===== src/rtl/conv_window_ctrl_if.sv =====
// Pixel stream handshake between the upstream source and the window controller.
interface conv_window_ctrl_if #(
    parameter int DATA_W = 8
);
    logic              in_valid;
    logic [DATA_W-1:0] in_data;
    logic              in_ready;

    modport master (output in_valid, output in_data, input in_ready);
    modport slave  (input in_valid, input in_data, output in_ready);
endinterface


===== src/rtl/conv_window_ctrl.sv =====
// Line-buffer sequencing controller: feeds a raster pixel stream into the KxK
// shift register and flags each accepted pixel that completes an on-grid window.
//
// state    | meaning
// ---------+--------------------------------------------------------------
// S_IDLE   | waiting for start; intake closed
// S_STREAM | accepting pixels whenever in_valid and not stalled
// S_DONE   | last pixel taken; one-cycle done pulse, then back to idle
module conv_window_ctrl #(
    parameter  int DATA_W = 8,
    parameter  int IMG_W  = 8,
    parameter  int IMG_H  = 8,
    parameter  int K      = 3,
    parameter  int STRIDE = 1,
    localparam int ROW_W  = (IMG_H > 1) ? $clog2(IMG_H) : 1,
    localparam int COL_W  = (IMG_W > 1) ? $clog2(IMG_W) : 1
) (
    input  logic                 clock,
    input  logic                 reset,
    input  logic                 start,
    input  logic                 stall,
    conv_window_ctrl_if.slave    pix,
    output logic                 sr_shift_en,
    output logic [DATA_W-1:0]    sr_data,
    output logic                 win_valid,
    output logic [ROW_W-1:0]     win_row,
    output logic [COL_W-1:0]     win_col,
    output logic                 busy,
    output logic                 done
);
    localparam int SW = (STRIDE > 1) ? $clog2(STRIDE) : 1;

    typedef enum logic [1:0] {S_IDLE, S_STREAM, S_DONE} state_t;

    state_t           state_q, state_d;
    logic [COL_W-1:0] col_q, col_nxt;
    logic [ROW_W-1:0] row_q, row_nxt;
    logic [SW-1:0]    scol_q, scol_nxt, srow_q, srow_nxt;
    logic             accept, in_ready_c, col_last, row_last, win_hit;

    assign pix.in_ready = in_ready_c;

    // State register.
    always_ff @(posedge clock or negedge reset) begin
        if (!reset) state_q <= S_IDLE;
        else        state_q <= state_d;
    end

    // Next state, intake handshake and status outputs.
    always_comb begin
        state_d     = state_q;
        in_ready_c  = 1'b0;
        accept      = 1'b0;
        busy        = 1'b0;
        done        = 1'b0;
        sr_data     = '0;
        case (state_q)
            S_IDLE: begin
                if (start) state_d = S_STREAM;
            end
            S_STREAM: begin
                busy       = 1'b1;
                in_ready_c = !stall;
                accept     = pix.in_valid && !stall;
                sr_data    = pix.in_data;
                if (accept && col_last && row_last) state_d = S_DONE;
            end
            S_DONE: begin
                busy    = 1'b1;
                done    = 1'b1;
                state_d = S_IDLE;
            end
            default: state_d = S_IDLE;
        endcase
        sr_shift_en = accept;
    end

    // Raster position and per-axis stride phase; phase restarts where each axis reaches K-1.
    always_comb begin
        col_last = (col_q == COL_W'(IMG_W - 1));
        row_last = (row_q == ROW_W'(IMG_H - 1));
        col_nxt  = col_last ? '0 : col_q + 1'b1;
        row_nxt  = col_last ? (row_last ? '0 : row_q + 1'b1) : row_q;

        scol_nxt = scol_q;
        if (col_nxt == COL_W'(K - 1))
            scol_nxt = '0;
        else if (col_q >= COL_W'(K - 1))
            scol_nxt = (scol_q == SW'(STRIDE - 1)) ? '0 : scol_q + 1'b1;

        srow_nxt = srow_q;
        if (col_last) begin
            if (row_nxt == ROW_W'(K - 1))
                srow_nxt = '0;
            else if (row_q >= ROW_W'(K - 1))
                srow_nxt = (srow_q == SW'(STRIDE - 1)) ? '0 : srow_q + 1'b1;
        end

        win_hit = (col_q >= COL_W'(K - 1)) && (row_q >= ROW_W'(K - 1)) &&
                  (scol_q == '0) && (srow_q == '0);
    end

    // Position counters: cleared on frame start, advanced only by accepted pixels.
    always_ff @(posedge clock or negedge reset) begin
        if (!reset) begin
            col_q  <= '0;
            row_q  <= '0;
            scol_q <= '0;
            srow_q <= '0;
        end else if (state_q == S_IDLE && start) begin
            col_q  <= '0;
            row_q  <= '0;
            scol_q <= '0;
            srow_q <= '0;
        end else if (accept) begin
            col_q  <= col_nxt;
            row_q  <= row_nxt;
            scol_q <= scol_nxt;
            srow_q <= srow_nxt;
        end
    end

    // Window strobe one cycle after the completing pixel; coordinates hold until the next one.
    always_ff @(posedge clock or negedge reset) begin
        if (!reset) begin
            win_valid <= 1'b0;
            win_row   <= '0;
            win_col   <= '0;
        end else begin
            win_valid <= accept && win_hit;
            if (accept && win_hit) begin
                win_row <= row_q - ROW_W'(K - 1);
                win_col <= col_q - COL_W'(K - 1);
            end
        end
    end
endmodule


===== src/flat_wrapper.sv =====
// flat-port wrapper written by rule: the top's interface ports become plain ports
module conv_window_ctrl_flat 
#(
    parameter  int DATA_W = 8,
    parameter  int IMG_W  = 8,
    parameter  int IMG_H  = 8,
    parameter  int K      = 3,
    parameter  int STRIDE = 1,
    localparam int ROW_W  = (IMG_H > 1) ? $clog2(IMG_H) : 1,
    localparam int COL_W  = (IMG_W > 1) ? $clog2(IMG_W) : 1
)
  (clock, reset, start, stall, sr_shift_en, sr_data, win_valid, win_row, win_col, busy, done, pix_in_valid, pix_in_data, pix_in_ready);
  conv_window_ctrl_if #(.DATA_W(DATA_W)) pix_i ();
  input  logic clock;
  input  logic reset;
  input  logic start;
  input  logic stall;
  output logic sr_shift_en;
  output logic [DATA_W-1:0] sr_data;
  output logic win_valid;
  output logic [ROW_W-1:0] win_row;
  output logic [COL_W-1:0] win_col;
  output logic busy;
  output logic done;
  input wire logic [$bits(pix_i.in_valid)-1:0] pix_in_valid;
  input wire logic [$bits(pix_i.in_data)-1:0] pix_in_data;
  output wire logic [$bits(pix_i.in_ready)-1:0] pix_in_ready;
  assign pix_i.in_valid = pix_in_valid;
  assign pix_i.in_data = pix_in_data;
  assign pix_in_ready = pix_i.in_ready;
  conv_window_ctrl #(.DATA_W(DATA_W), .IMG_W(IMG_W), .IMG_H(IMG_H), .K(K), .STRIDE(STRIDE)) u_core (.clock(clock), .reset(reset), .start(start), .stall(stall), .pix(pix_i), .sr_shift_en(sr_shift_en), .sr_data(sr_data), .win_valid(win_valid), .win_row(win_row), .win_col(win_col), .busy(busy), .done(done));
endmodule

===== config.mk =====
export PLATFORM = sky130hd
export DESIGN_NAME = conv_window_ctrl_flat
export DESIGN_NICKNAME = d
export VERILOG_FILES = /design/src/rtl/conv_window_ctrl_if.sv /design/src/rtl/conv_window_ctrl.sv /design/src/flat_wrapper.sv
export SDC_FILE = /design/constraint.sdc
export NUM_CORES = 1
export LEC_CHECK = 0
export CAP_MARGIN = 25
export CORE_MARGIN = 8
export CORE_UTILIZATION = 47
export DETAILED_ROUTE_END_ITERATION = 10
export PLACE_DENSITY = 0.85
export SETUP_SLACK_MARGIN = 0.2
export SLEW_MARGIN = 30
export SYNTH_ARGS = -nofsm -noshare
export SYNTH_HDL_FRONTEND = slang
export SYNTH_SLANG_ARGS = --single-unit

===== constraint.sdc =====
create_clock -name clock -period 3.11 [get_ports clock]
set_clock_uncertainty 0.2 [all_clocks]
set_input_delay 0.311 -clock clock [delete_from_list [all_inputs] [get_ports clock]]
set_output_delay 0.311 -clock clock [all_outputs]
set_load 0.005 [all_outputs]

==> flow_summary.ini, run 1 <==
[setup_path]
max_stage_delay_ns = 0.52
crit_chain = inv_1, ha_1, nand3b_4, inv_1, clkdlybuf4s50_1
critical-path-top-cell-by-count = sky130_fd_sc_hd__inv_1
cp_top_family = buffers and inverters
path_class = reg -> out
path_depth = 5
critPathCaptureType = primary output
cp_slowest_cell = sky130_fd_sc_hd__clkdlybuf4s50_1
startpoint_type = flip-flop
cp.buffers_inverters = 3
critical_path_required_ns = 2.60
worstPathMaxFanout = 12
rr_worst_depth = 5
critical_path_arrival_ns = 2.03

[drt]
detailroute.via_count = 689
antenna_violating_nets_post_route = 0
detail_route.wl_per_cell_um = 14.4
residual_drc_count = 0
avgViaCountPerCell = 4.85
drt_pre_antenna_iters = 4
iteration_0_drc_markers = 7
postRouteWirelength_um = 2040

[final_layout]
final_nets = 142
instances_no_fill = 142
final_design_area_no_fill_um2 = 1290
flow.area_growth_from_synthesis_pct = 38.6
n_antenna_cell = 0
drive_gt1_frac = 0.113

[sta]
final-max-slew-violation-count = 0
timing.max_slew.rel_slack = 0.553
rsz0062_at_grt = false
final_hold_viol_count = 0
tns_ns = 0
worst-slew-pin-transition_ns = 0.668
period_minus_slack_ns = 2.54
fmax_mhz = 393
period_share = 0.818
fin_worst_hold_slack_ns = 0.219
setup_viol = 0

[synth]
synth.yosys.warnings = 0
ys_ff_latch = 15
syn_avg_cell_area_um2 = 11.2
synth_cell_types = 20
postSynthCellCount = 83
synth_fp_nets = 109
post-synth-top-area-cell = sky130_fd_sc_hd__dfrtp_1
yosysTopAreaCellShare = 0.402
syn_area_um2 = 933
async_flop_share = 1.00
ys_top_cells_by_area = sky130_fd_sc_hd__dfrtp_1 (40%), sky130_fd_sc_hd__ha_1 (17%), sky130_fd_sc_hd__mux2_4 (6.4%)
synth_flop_cell = sky130_fd_sc_hd__dfrtp_1
synth.yosys.seq_area_share = 0.402
synth_edf_count = 0

[grt]
grt_pass1_vias = 757
antenna_violations_before_repair = 0
grt_start_max_net_pins = 16
track_usage = 0.120
grt_overflow = 0
grt_pass1_wl_um = 3360

[cts]
worstSkewPairLatency_ns = 0.29
tritoncts_num_sinks = 15
post_cts_hold_buffer_count = 0
max-clock-path-buffers = 2
htree_num_levels = 1
ctsResizeCount = 0
cts.repair_timing.setup_buffer_count = 0
cts.clk_slew.worst_paths_ns = 0.10
cts_buffers = 3
tritoncts = done
clock-root-buffer = sky130_fd_sc_hd__clkbuf_4

[run_status]
result_of_the_run = complete, no violations

[power_and_ir_drop]
cellLeakagePower_nw = 0.607
pwr_density_cell_nw_per_um2 = 538
vdd_ir_drop_max_mv = 0.342

[floorplanning]
floorplan.core_area_um2 = 1920
top_level_ports = 32
die_area_um2 = 3670
die_w_um = 60.6
dieHeight_um = 60.6
core.rowCount = 16
floorplan.initialDensity = 0.486

[run]
cap_violations = 0

[place]
place_inst = 138
hpwl_um = 1710
place_area_um2 = 1270
place.gp.congestion = 0.725
io_buffer_count = 31

[hold_path]
hp-class = in -> async
[final timing paths]
check | startpoint | to | slack (ns)
worst max register to register | u_core.state_q[1] | u_core.win_col[0] | 0.94
min in group clock | u_core.win_row[1] | u_core.win_row[1] | 0.32
max in group asynchronous | reset | u_core.state_q[1] | 2.07
worst max-delay path | u_core.state_q[1] | sr_shift_en | 0.57
worst min register to register | u_core.win_row[1] | u_core.win_row[1] | 0.32
worst min-delay path | reset | u_core.row_q[2] | 0.22
[cell usage in the layout, fill, tap and decap left out, drive strengths merged, types with 2 or more instances in the layout]
master / n
nor2b: 2
clkbuf: 3
nand2: 3
inv: 11
clkdlybuf4s50: 31
a21oi: 3
mux2: 6
ha: 13
a211oi: 2
nand2b: 2
mux2i: 4
dfrtp: 15
nor2: 5
and2: 9
[synth_stat cells, types with 2 or more instances]
cell type / instances
sky130_fd_sc_hd__mux2_2: 2
sky130_fd_sc_hd__nor2b_1: 2
sky130_fd_sc_hd__clkbuf_1: 3
sky130_fd_sc_hd__a211oi_1: 2
sky130_fd_sc_hd__nor2_1: 5
sky130_fd_sc_hd__ha_1: 13
sky130_fd_sc_hd__mux2_4: 4
sky130_fd_sc_hd__nand2_1: 3
sky130_fd_sc_hd__dfrtp_1: 15
sky130_fd_sc_hd__inv_1: 11
sky130_fd_sc_hd__and2_1: 9
sky130_fd_sc_hd__mux2i_1: 4
sky130_fd_sc_hd__a21oi_1: 3
[report_power, final]
part	switching [W]	total, W	internal [W]
clock	0.0000696	0.000117	0.0000479
combinational	0.000143	0.000330	0.000187
sequential	0.0000276	0.000248	0.000221
total	0.000240	0.000696	0.000456
[area by class of cell]
class	count	area (um2)
clock buffers	3	22.5
well taps	27	33.8
fillers	168	628
inverters	11	41.3
flip-flops and latches	15	375
multi-input cells	54	505
clock inverters	1	5.00
repair buffers	31	310
[per-stage QoR]
stage                util  total power (W)  setup WS (ns)
floorplan               -         0.000424           1.27
global placement    0.659         0.000569          0.946
detailed placement  0.659         0.000588          0.902
CTS                 0.673         0.000704          0.561
global route        0.673         0.000743          0.385
finish              0.673         0.000696          0.567
[routing by layer]
metal,up-vias,GRT usage,part of all wire
met1,335,0.122,0.40
met5,-,0,0
met2,19,0.228,0.54
met3,4,0.0339,0.052
li1,331,-,-
met4,0,0.0399,0.016
[sequential cells by signal (all words and copies together) (netlist names)]
name	flops
u_core.win_col	3
u_core.col_q	3
u_core.state_q	2
u_core.row_q	3
u_core.win_valid	1
u_core.win_row	3
[cells by family (layout without fill, tap and decap cells)]
logic type	Yosys count	count (layout)	synth area share
AND/OR/NAND/NOR	25	25	0.176
adder cells (fa/ha/maj)	13	13	0.174
buffers and inverters	14	46	0.0563
AO/OA/AOI/OAI	6	6	0.0603
flip-flops	15	15	0.402
multiplexers	10	10	0.131
[worst reg2reg max path: cells and delay by family (launching register included)]
kind	cells	cell delay [ns]
fa+ha+maj	1	0.39
mux	1	0.35
flops	1	0.41
compound gates	1	0.45
buf+inv	1	0.12
simple gates	1	0.16
Power figures use the tool's default switching activity.
==> run 2: changes to the inputs <==
--- a/config.mk
+++ b/config.mk
@@ -7,9 +7,9 @@
 export LEC_CHECK = 0
 export CAP_MARGIN = 25
 export CORE_MARGIN = 8
-export CORE_UTILIZATION = 47
+export CORE_UTILIZATION = 40
 export DETAILED_ROUTE_END_ITERATION = 10
-export PLACE_DENSITY = 0.85
+export PLACE_DENSITY = 0.78
 export SETUP_SLACK_MARGIN = 0.2
 export SLEW_MARGIN = 30
 export SYNTH_ARGS = -nofsm -noshare
==> constraint.sdc (replaced) <==
create_clock -name clock -period 2.3 [get_ports clock]
set_clock_uncertainty 0.2 [all_clocks]
set_input_delay 0.23 -clock clock [delete_from_list [all_inputs] [get_ports clock]]
set_output_delay 0.23 -clock clock [all_outputs]
set_load 0.005 [all_outputs]
==> run 2 against run 1 <==
Worst hold slack got worse by 0.088 ns. Largest cell class unchanged. Clock-buffer cell count did not move. Cell count rose by 4.2%. Sequential power rose by 37%. Critical endpoint is now sr_data[3]. First-iteration DRC count rose by 71%. Die area rose by 13%. Critical path depth fell by 1. Total power rose by 46%. Combinational power rose by 59%. Via count rose by 4.5%. Utilization fell by 6.0 points.
==> flow_summary.ini, run 2 (synthesis gave the netlist of run 1 again) <==
[cts]
tritoncts_num_sinks = 15
clock-root-buffer = sky130_fd_sc_hd__clkbuf_4
worstSkewPairLatency_ns = 0.29
htree_num_levels = 1
tritoncts = done
cts.clk_slew.worst_paths_ns = 0.10
cts_buffers = 3
max-clock-path-buffers = 2

[drt]
detail_route.wl_per_cell_um = 14.1
iteration_0_drc_markers = 12
drt_pre_antenna_iters = 3
residual_drc_count = 0
avgViaCountPerCell = 4.86
detailroute.via_count = 720
antenna_violating_nets_post_route = 0
postRouteWirelength_um = 2080

[setup_path]
max_stage_delay_ns = 0.51
worstPathMaxFanout = 7
critical_path.startpoint = u_core.state_q[1]
startpoint_of_the_worst_register_to_register_path = u_core.state_q[1]
path_class = reg -> out
cp_top_family = buffers and inverters
cp_slowest_cell = sky130_fd_sc_hd__clkdlybuf4s50_1
critical_path_required_ns = 1.87
startpoint_type = flip-flop
critPathCaptureType = primary output
critical_path_arrival_ns = 1.56
cp.buffers_inverters = 2
crit_chain = inv_2, ha_4, and2_1, clkdlybuf4s50_1

[sta]
worst-slew-pin-transition_ns = 0.655
worst_slack_ns = 0.307
final-max-slew-violation-count = 0
final_hold_viol_count = 0
period_share = 0.866
setup_viol = 0
period_minus_slack_ns = 1.99
rsz0062_at_grt = false
tns_ns = 0
timing.max_slew.rel_slack = 0.562
fmax_mhz = 502

[floorplanning]
die_area_um2 = 4140
top_level_ports = 32
dieHeight_um = 64.3
core.rowCount = 17
die_w_um = 64.3
floorplan.core_area_um2 = 2210
floorplan.initialDensity = 0.422

[grt]
track_usage = 0.105
grt.met2_usage = 0.207
met1_usage = 0.0927
grt_overflow = 0
busiest_layer = met2
grt_pass1_vias = 774
grt_use_met3 = 0.0470
antenna_violations_before_repair = 0
grt_start_max_net_pins = 16
grt_pass1_wl_um = 3500

[final_layout]
drive_gt1_frac = 0.183
final_nets = 147
mostFrequentLayoutCells = sky130_fd_sc_hd__clkdlybuf4s50_1 (25), sky130_fd_sc_hd__dfrtp_1 (15), sky130_fd_sc_hd__ha_1 (12)
flow.area_growth_from_synthesis_pct = 45.3
n_antenna_cell = 0
final_design_area_no_fill_um2 = 1360
leading_cell_type_in_the_layout_fill_and_taps_excluded = sky130_fd_sc_hd__clkdlybuf4s50_1

[power_and_ir_drop]
cell_internal_pwr_w = 0.000667
finalPower_w = 0.00101
p_clk_frac = 0.148
switching_share = 0.341
power.net_switching_w = 0.000345
cellLeakagePower_nw = 0.697
pwr_density_cell_nw_per_um2 = 747
seq_power_share = 0.335
vdd_ir_drop_max_mv = 0.532
power_frac_comb = 0.517

[place]
place_worst_setup_slack_ns = 0.116
io_buffer_count = 31
place_area_um2 = 1270
hpwl_um = 1670
place.gp.congestion = 0.730

[run_status]
result_of_the_run = complete, no violations

[hold_path]
hp-class = in -> async

[run]
cap_violations = 0
## run 2: cell types whose count changed in the layout (fill, tap and decap cells not counted)
cell and delta:
sky130_fd_sc_hd__clkdlybuf4s50_1 -6, sky130_fd_sc_hd__buf_4 +4, sky130_fd_sc_hd__dlymetal6s2s_1 +4, sky130_fd_sc_hd__inv_1 -3, sky130_fd_sc_hd__inv_2 +3, sky130_fd_sc_hd__dlygate4sd2_1 +2
sky130_fd_sc_hd__buf_6 +1, sky130_fd_sc_hd__ha_1 -1, sky130_fd_sc_hd__ha_4 +1
## run 2: metrics by stage
step / util / std cells / hold WS, ns
global route: 0.613 / 148 / 0.191
finish: 0.613 / 148 / 0.131
global placement: 0.573 / 139 / 0.300
CTS: 0.600 / 146 / 0.141
detailed placement: 0.573 / 139 / 0.304
floorplan: - / 83 / -0.266
## run 2: what timing repair did
action                                  4_1_cts  5_1_grt
pin swaps                                     1        0
setup buffers                                 3        2
endpoints found under the setup margin       14        4
hold buffers                                  0        0
cloned                                        0        0
resized for setup                             7        7
## run 2: routing by layer
| metal | wire length (um) | share of wire |
|---|---|---|
| met1 | 777 | 0.37 |
| met2 | 1200 | 0.57 |
| met3 | 108 | 0.052 |
| met4 | 0 | 0 |
| met5 | 0 | 0 |
## run 2: path summary, 6_finish.rpt
check	endpoint	slack [ns]	depth (start not counted)
worst max-delay path	sr_data[3]	0.31	4
worst min-delay path	u_core.row_q[1]	0.13	1
worst max register to register	u_core.win_row[1]	0.37	6
worst min register to register	u_core.win_row[0]	0.32	1
max in group asynchronous	u_core.win_col[2]	1.33	1
min in group clock	u_core.win_row[0]	0.32	1
## run 2: cell type report
type | instances | area [um2]
Fill cell | 189 | 856
Multi-Input combinational cell | 54 | 518
Sequential cell | 15 | 375
Timing Repair Buffer | 36 | 359
Inverter | 11 | 41.3
Tap cell | 28 | 35.0
Clock buffer | 3 | 22.5
Clock inverter | 1 | 5.00
## run 2: power by group through the flow
stage / Sequential, W / Clock, W / Combinational, W
2_1_floorplan: 0.000330 / 0 / 0.000243
3_3_place_gp: 0.000337 / 0 / 0.000435
3_5_place_dp: 0.000341 / 0 / 0.000452
4_1_cts: 0.000339 / 0.000161 / 0.000506
5_1_grt: 0.000344 / 0.000170 / 0.000576
6_report: 0.000340 / 0.000150 / 0.000524
==> run 3: changes to the inputs <==
--- a/config.mk
+++ b/config.mk
@@ -7,9 +7,9 @@
 export LEC_CHECK = 0
 export CAP_MARGIN = 25
 export CORE_MARGIN = 8
-export CORE_UTILIZATION = 40
+export CORE_UTILIZATION = 30
 export DETAILED_ROUTE_END_ITERATION = 10
-export PLACE_DENSITY = 0.78
+export PLACE_DENSITY = 0.62
 export SETUP_SLACK_MARGIN = 0.2
 export SLEW_MARGIN = 30
 export SYNTH_ARGS = -nofsm -noshare
==> run 3 against run 2 <==
Non-clock buffer count is 1 lower. Worst setup slack gained 0.017 ns. Sequential share of layout area about the same. Register-to-register slack is essentially flat. Maximum frequency rose by 0.88%. First-iteration DRC count grew 130%. Clock-buffer cell count did not move. Critical path type unchanged.
==> flow_summary.ini, run 3 (synthesis gave the netlist of run 1 again) <==
[run]
cap_violations = 0

[setup_path]
max_stage_delay_ns = 0.51
critical_path.startpoint = u_core.state_q[1]
critPathCaptureType = primary output
critical_path_required_ns = 1.87
setup.reg_to_reg.worst_slack_ns = 0.36
path_class = reg -> out
worstPathMaxFanout = 4
startpoint_type = flip-flop
crit_chain = inv_2, ha_4, nor2b_1, clkdlybuf4s50_1
startpoint_of_the_worst_register_to_register_path = u_core.row_q[0]
cp_slowest_cell = sky130_fd_sc_hd__clkdlybuf4s50_1
critical_path_arrival_ns = 1.55

[sta]
tns_ns = 0
worst-slew-pin-transition_ns = 0.687
final_hold_viol_count = 0
timing.max_slew.rel_slack = 0.541
final-max-slew-violation-count = 0
setup_viol = 0
fin_worst_hold_slack_ns = 0.152
period_minus_slack_ns = 1.98
fmax_mhz = 506
worst_slack_ns = 0.325
period_share = 0.859
rsz0062_at_grt = false

[floorplanning]
dieHeight_um = 71.8
core.rowCount = 20
die_w_um = 71.8
top_level_ports = 32
die_area_um2 = 5150
floorplan.initialDensity = 0.311
floorplan.core_area_um2 = 3000

[power_and_ir_drop]
cell_internal_pwr_w = 0.000659
pwr_density_cell_nw_per_um2 = 725
p_clk_frac = 0.153
power_frac_comb = 0.505
seq_power_share = 0.342
vdd_ir_drop_max_mv = 0.487
switching_share = 0.332
power.net_switching_w = 0.000327
cellLeakagePower_nw = 0.709

[cts]
post_cts_hold_buffer_count = 0
tritoncts = done
htree_num_levels = 1
cts.clk_slew.worst_paths_ns = 0.09
cts_buffers = 3
clock-root-buffer = sky130_fd_sc_hd__clkbuf_4
max-clock-path-buffers = 2
worstSkewPairLatency_ns = 0.28
tritoncts_num_sinks = 15

[drt]
drt_pre_antenna_iters = 4
detail_route.wl_per_cell_um = 12.8
avgViaCountPerCell = 4.53
postRouteWirelength_um = 1950
detailroute.via_count = 688
antenna_violating_nets_post_route = 0
iteration_0_drc_markers = 27
residual_drc_count = 0

[place]
place_worst_setup_slack_ns = 0.112
io_buffer_count = 31
place_area_um2 = 1270
place.gp.congestion = 0.704
hpwl_um = 1600

[grt]
grt_pass1_wl_um = 3300
grt_overflow = 0
track_usage = 0.0826
grt_start_max_net_pins = 16
grt_pass1_vias = 686
antenna_violations_before_repair = 0

[final_layout]
drive_gt1_frac = 0.176
final_design_area_no_fill_um2 = 1360
mostFrequentLayoutCells = sky130_fd_sc_hd__clkdlybuf4s50_1 (21), sky130_fd_sc_hd__dfrtp_1 (14), sky130_fd_sc_hd__ha_1 (12)
n_antenna_cell = 0
flow.area_growth_from_synthesis_pct = 45.7
leading_cell_type_in_the_layout_fill_and_taps_excluded = sky130_fd_sc_hd__clkdlybuf4s50_1
final_util = 0.453
final_nets = 146

[hold_path]
hp-class = in -> async

[run_status]
result_of_the_run = complete, no violations
run 3: worst paths after layout:
| kind | to | depth (start not counted) |
|---|---|---|
| max in group asynchronous | u_core.state_q[0] | 1 |
| min in group clock | u_core.win_row[0] | 1 |
| worst max-delay path | pix_in_ready | 4 |
| worst max register to register | u_core.win_row[1] | 5 |
| worst min register to register | u_core.win_row[0] | 1 |
| worst min-delay path | u_core.win_row[1] | 1 |
run 3: timing repair:
item                                    4_1_cts  5_1_grt
setup buffers                                 3        1
resized for setup                            10        5
endpoints found under the setup margin       14        5
run 3: per-layer routing:
metal	vias up	wire length (um)	part of all wire	global-route usage
li1	344	-	-	-
met1	328	776	0.40	0.0832
met2	14	1030	0.53	0.146
met3	2	126	0.065	0.0432
met4	0	15	0.0077	0.0204
met5	-	0	0	0
run 3: area by class of cell:
| cell class | instances | area (um2) |
|---|---|---|
| multi-input cells | 54 | 518 |
| flip-flops and latches | 15 | 377 |
| clock buffers | 3 | 22.5 |
| clock inverters | 1 | 5.00 |
| inverters | 11 | 41.3 |
| fillers | 299 | 1640 |
| well taps | 33 | 41.3 |
| repair buffers | 35 | 355 |
run 3: critical path, delay by kind of cell (launching register included):
| kind | cells | cell delay, ns |
|---|---|---|
| and+or+nand+nor | 1 | 0.12 |
| adders and majority gates | 1 | 0.15 |
| DFF | 1 | 0.40 |
| buffers and inverters | 2 | 0.59 |
run 3: power groups by stage:
stage	logic (W)	clock network, W	registers [W]
floorplan	0.000243	0	0.000330
global placement	0.000441	0	0.000336
detailed placement	0.000449	0	0.000340
CTS	0.000510	0.000159	0.000338
global route	0.000557	0.000180	0.000346
finish	0.000498	0.000151	0.000338
run 3: per-stage QoR:
step,power (W),instances
5_1_grt,0.00108,152
3_5_place_dp,0.000789,144
2_1_floorplan,0.000574,83
3_3_place_gp,0.000777,144
4_1_cts,0.00101,151
6_report,0.000986,152
